[config.mk]
export PLATFORM = sky130hd
export DESIGN_NAME = program_state_tracker
export DESIGN_NICKNAME = d
export VERILOG_FILES = /design/src/rtl/program_state_tracker.sv
export SDC_FILE = /design/constraint.sdc
export NUM_CORES = 1
export LEC_CHECK = 0
export CORE_AREA = 2 2 71 73
export CTS_CLUSTER_SIZE = 40
export DETAILED_ROUTE_END_ITERATION = 7
export DIE_AREA = 0 0 73 75
export PLACE_DENSITY = 0.84
export SYNTH_ARGS = -nofsm -noshare
export SYNTH_HDL_FRONTEND = slang
export SYNTH_SLANG_ARGS = --single-unit
[constraint.sdc]
create_clock -name i_clk -period 3.35 [get_ports i_clk]
set_input_delay 0.8375 -clock i_clk [delete_from_list [all_inputs] [get_ports i_clk]]
set_output_delay 0.8375 -clock i_clk [all_outputs]
set_load 0.01 [all_outputs]
[src/rtl/program_state_tracker.sv]
// Registered program-state holder: privilege, C-extension enable and satp, with WARL
// filtering, a change epoch and a flush handshake on translation-relevant changes.
module program_state_tracker #(
  parameter int         XLEN        = 32,
  parameter int         EPOCH_W     = 4,
  parameter logic [1:0] RESET_PRIV  = 2'b11,
  parameter logic       RESET_ISA_C = 1'b1
) (
  input  logic                i_clk,
  input  logic                i_rst_n,
  input  logic                i_upd_valid,
  output logic                o_upd_ready,
  input  logic [2:0]          i_upd_mask,
  input  logic [1:0]          i_upd_priv,
  input  logic                i_upd_isa_c,
  input  logic [XLEN-1:0]     i_upd_satp,
  output logic [XLEN+2:0]     o_ps,
  output logic [EPOCH_W-1:0]  o_epoch,
  output logic                o_flush_req,
  input  logic                i_flush_ack,
  output logic                o_upd_err
);

  // Handshake: an update transfers on a rising edge where i_upd_valid && o_upd_ready.
  // o_upd_ready is decoded from state only, so the requester must hold its update
  // (valid and fields stable) until that edge.

  // satp layout, MSB first: MODE, ASID, PPN. Sv32 = 1/9/22 bits, Sv39 = 4/16/44 bits.
  localparam int MODE_W = (XLEN == 64) ? 4 : 1;

  if (XLEN != 32 && XLEN != 64) begin : g_bad_xlen
    $error("program_state_tracker: XLEN must be 32 or 64");
  end

  typedef enum logic {
    IDLE  = 1'b0,
    FLUSH = 1'b1
  } state_t;

  state_t               state_q, state_d;
  logic [1:0]           priv_q, priv_d;
  logic                 isa_c_q, isa_c_d;
  logic [XLEN-1:0]      satp_q, satp_d;
  logic [EPOCH_W-1:0]   epoch_q, epoch_d;
  logic                 err_q, err_d;

  logic                 accept;
  logic                 priv_ok;
  logic                 satp_ok;
  logic                 wr_priv, wr_isa_c, wr_satp;
  logic                 priv_chg, isa_c_chg, satp_chg;
  logic [MODE_W-1:0]    upd_mode;

  assign upd_mode = i_upd_satp[XLEN-1 -: MODE_W];

  if (XLEN == 64) begin : g_sv39
    // Only Bare (0) and Sv39 (8) are implemented translation modes.
    assign satp_ok = (upd_mode == MODE_W'(0)) || (upd_mode == MODE_W'(8));
  end else begin : g_sv32
    assign satp_ok = 1'b1;
  end

  assign priv_ok   = (i_upd_priv != 2'b10);
  assign accept    = i_upd_valid && (state_q == IDLE);
  assign wr_priv   = accept && i_upd_mask[0] && priv_ok;
  assign wr_isa_c  = accept && i_upd_mask[1];
  assign wr_satp   = accept && i_upd_mask[2] && satp_ok;
  assign priv_chg  = wr_priv  && (i_upd_priv  != priv_q);
  assign isa_c_chg = wr_isa_c && (i_upd_isa_c != isa_c_q);
  assign satp_chg  = wr_satp  && (i_upd_satp  != satp_q);

  always_comb begin
    state_d = state_q;
    priv_d  = priv_q;
    isa_c_d = isa_c_q;
    satp_d  = satp_q;
    epoch_d = epoch_q;
    err_d   = accept && ((i_upd_mask[0] && !priv_ok) || (i_upd_mask[2] && !satp_ok));

    if (wr_priv)  priv_d  = i_upd_priv;
    if (wr_isa_c) isa_c_d = i_upd_isa_c;
    if (wr_satp)  satp_d  = i_upd_satp;
    if (priv_chg || isa_c_chg || satp_chg) epoch_d = epoch_q + EPOCH_W'(1);

    case (state_q)
      IDLE:    if (priv_chg || satp_chg) state_d = FLUSH;
      FLUSH:   if (i_flush_ack) state_d = IDLE;
      default: state_d = IDLE;
    endcase
  end

  always_ff @(posedge i_clk or negedge i_rst_n) begin
    if (!i_rst_n) begin
      state_q <= IDLE;
      priv_q  <= RESET_PRIV;
      isa_c_q <= RESET_ISA_C;
      satp_q  <= '0;
      epoch_q <= '0;
      err_q   <= 1'b0;
    end else begin
      state_q <= state_d;
      priv_q  <= priv_d;
      isa_c_q <= isa_c_d;
      satp_q  <= satp_d;
      epoch_q <= epoch_d;
      err_q   <= err_d;
    end
  end

  assign o_ps        = {priv_q, isa_c_q, satp_q};
  assign o_epoch     = epoch_q;
  assign o_upd_err   = err_q;
  assign o_upd_ready = (state_q == IDLE);
  assign o_flush_req = (state_q == FLUSH);

endmodule
==> impl_metrics.py <==
metrics = {
    "synthesis": {
        "synth_common_cells": "dfrtp_1 (38), mux2_2 (33), xor2_1 (33)",
        "synth-compound-area-share_pct": 6.875,
        "synthAdderAreaFrac_pct": 0.5777,
        "synth_xor_area_share_pct": 13.34,
        "syn_inst": 180,
        "ys_async_sr_fraction_pct": 100.0,
        "synth_top_family_by_area": "multiplexers",
        "yosys.area.top_type_share_pct": 43.91,
        "synth_edf_count": 0,
        "synth-main-ff-cell": "dfrtp_1",
        "synth-simple-area-share_pct": 12.59,
        "syn_area_per_cell_um2": 12.03,
        "yosys.area.top_type": "dfrtp_1",
        "synth_warnings": 0,
        "synth_seq_area_share_pct": 47.54,
        "synth.most_common_cell": "dfrtp_1",
        "syn-num-nets": 223,
        "synth.area.top_cells": "dfrtp_1 (44%), mux2_2 (17%), xor2_1 (13%), dfstp_2 (3.6%), nor4_2 (3.5%)",
        "synth_mux_area_share_pct": 17.16,
        "ys_seq_elements": 41,
        "synth_cell_types": 33,
        "netlist_area_um2": 2166,
    },
    "critical_path": {
        "end_kind": "flop",
        "worstPathRequired_ns": 3.55,
        "critPathArrivalTime_ns": 2.64,
        "cp-start-kind": "input port",
        "crit_fanout": 5,
        "critPathKind": "in2reg",
    },
    "pwr": {
        "p_leak_nw": 1.263,
        "peakVddDrop_mv": 0.4227,
        "power_density_nw_per_um2": 637.2,
    },
    "timing": {
        "maxSlewHeadroom_pct": 37.86,
        "timing.setup.tns_ns": 0,
        "rsz0062_at_grt": "no",
        "fin_crit_sh_pct": 72.76,
        "post-route-min-period_ns": 2.437,
        "tightest_slew_ns": 0.9321,
        "finClkSkew_ns": 0.002098,
        "whs_ns": 0.5292,
        "setup_viol": 0,
        "fin_ws_ns": 0.9126,
        "max_freq_mhz": 410.3,
        "drv_slew": 0,
        "hold_viol": 0,
    },
    "placed_design": {
        "place_hpwl_um": 3571,
        "place_area_um2": 3044,
        "pre_cts_slack_ns": 0.5768,
        "port_buffers": 83,
        "dp.cells": 313,
        "gp_congestion": 0.8049,
    },
    "final_layout": {
        "fin_cells": 321,
        "fin_area_um2": 3128,
        "fill_cells": 357,
        "n_antenna_cell": 0,
        "syn2layout_area_growth_pct": 44.43,
        "nets": 309,
        "drive_gt1_share_pct": 19.85,
    },
    "clock_tree": {
        "clock_sinks": 41,
        "ctsResizeCount": 0,
        "insertion_delay_ns": 0.29,
        "htree_num_levels": 2,
        "cts-root-buf": "clkbuf_8",
        "clockBufferDepth": 2,
        "numCtsBuffers": 5,
        "path_clk_slew_ns": 0.08,
        "cts_tree": "built",
        "cts-hold-fix-buffers": 0,
        "cts_setup_buffers": 0,
    },
    "global_routing": {
        "antenna_found_initial": 0,
        "grt_start_max_net_pins": 42,
        "track_usage_pct": 17.59,
        "grt_pass1_vias": 1594,
        "overflow": 0,
        "grt_pass1_wl_um": 7369,
    },
    "floorplanning": {
        "boundaryPins": 84,
        "die_w_um": 73,
        "dieHeight_um": 75,
        "core_um2": 4661,
        "num_rows": 25,
        "die-area_um2": 5475,
        "start_util_pct": 46.47,
    },
    "route": {
        "dr.pass1.iters": 4,
        "drc_errors": 0,
        "vias": 1689,
        "drt_iter0_drc": 88,
        "postRouteAntennaNets": 0,
        "routed_via_density": 5.262,
        "wl_per_cell_um": 14.68,
        "wirelength_um": 4712,
    },
    "status": {
        "status": "completed",
    },
    "min_path": {
        "hp-class": "reg2reg",
    },
    "flow_run": {
        "maxCapViolations": 0,
    },
}
## per-layer routing
metal	vias up	global-route usage (%)	wire length (um)
li1	828	-	-
met4	0	5.556	61
met5	-	0	0
met1	802	22.05	2012
met2	52	28.73	2279
met3	7	6.158	357
## worst max-delay path: stages
cell and delay (ns):
clkdlybuf4s50_1 0.43, xor2_1 0.16, nor4_2 0.30, nand4_1 0.24, or4_1 0.57, o311ai_1 0.09
## cell families (layout without fill, tap and decap cells)
family,Yosys count,in the layout
compound gates,21,21
mux,33,33
simple gates,42,42
flops,41,41
buf+inv,9,96
xor+xnor,33,33
fa+ha+maj,1,1
## final timing paths
| path | from | endpoint | slack, ns | depth (start not counted) |
|---|---|---|---|---|
| setup / recovery | i_upd_satp[24] | o_epoch[0]$_DFFE_PN0P_ | 0.91 | 6 |
| hold / removal | priv_q[0]$_DFFE_PN1P_ | priv_q[0]$_DFFE_PN1P_ | 0.53 | 2 |
| setup reg to reg | satp_q[24]$_DFFE_PN0P_ | o_epoch[0]$_DFFE_PN0P_ | 1.47 | 5 |
| hold reg to reg | priv_q[0]$_DFFE_PN1P_ | priv_q[0]$_DFFE_PN1P_ | 0.53 | 2 |
| max in group asynchronous | i_rst_n | satp_q[25]$_DFFE_PN0P_ | 2.09 | 1 |
| min in group asynchronous | i_rst_n | o_upd_err$_DFF_PN0_ | 0.67 | 1 |
## stage by stage
stage | util (%) | power [mW]
after global routing | 67.11 | 2.115
final | 67.11 | 1.993
after detailed placement | 65.32 | 1.694
after global placement | 65.32 | 1.672
after floorplan | - | 1.234
after CTS | 67.11 | 2.018
## cells in the final DEF (no fill, tap or decap), types with 3 or more instances in the layout
cell,netlist,final
nand2_1,8,8
xor2_1,33,33
o21ai_0,3,3
nor4_2,6,6
inv_1,3,3
dfrtp_1,38,38
and3_1,4,4
o311ai_1,3,3
dfstp_2,3,3
mux2_2,33,33
a211oi_1,8,8
clkdlybuf4s50_1,0,82
nor2_1,5,5
nand3_1,3,3
or4_1,4,4
clkbuf_8,0,5
## power by group
| part | switching (mW) | leakage, nW | internal [mW] |
|---|---|---|---|
| combinational | 0.347 | 0.749 | 0.524 |
| clock | 0.170 | 0.0385 | 0.147 |
| sequential | 0.149 | 0.476 | 0.656 |
## final cells by class
type,instances,area [um^2],area share [%]
inverter,3,11.26,0.3600
tap,54,67.56,2.160
clock buffer,7,76.32,2.440
sequential,41,1030,32.92
clock inverter,1,7.507,0.2400
multi-input combinational,130,1095,35.00
timing repair buffer,85,840.8,26.88
## flip-flops by register name (all words and copies together), names as in the netlist
signal / flops
isa_c_q: 1
o_epoch: 4
o_flush_req: 1
o_upd_err: 1
priv_q: 2
satp_q: 32
No activity file was read; power rests on OpenSTA's default activity.
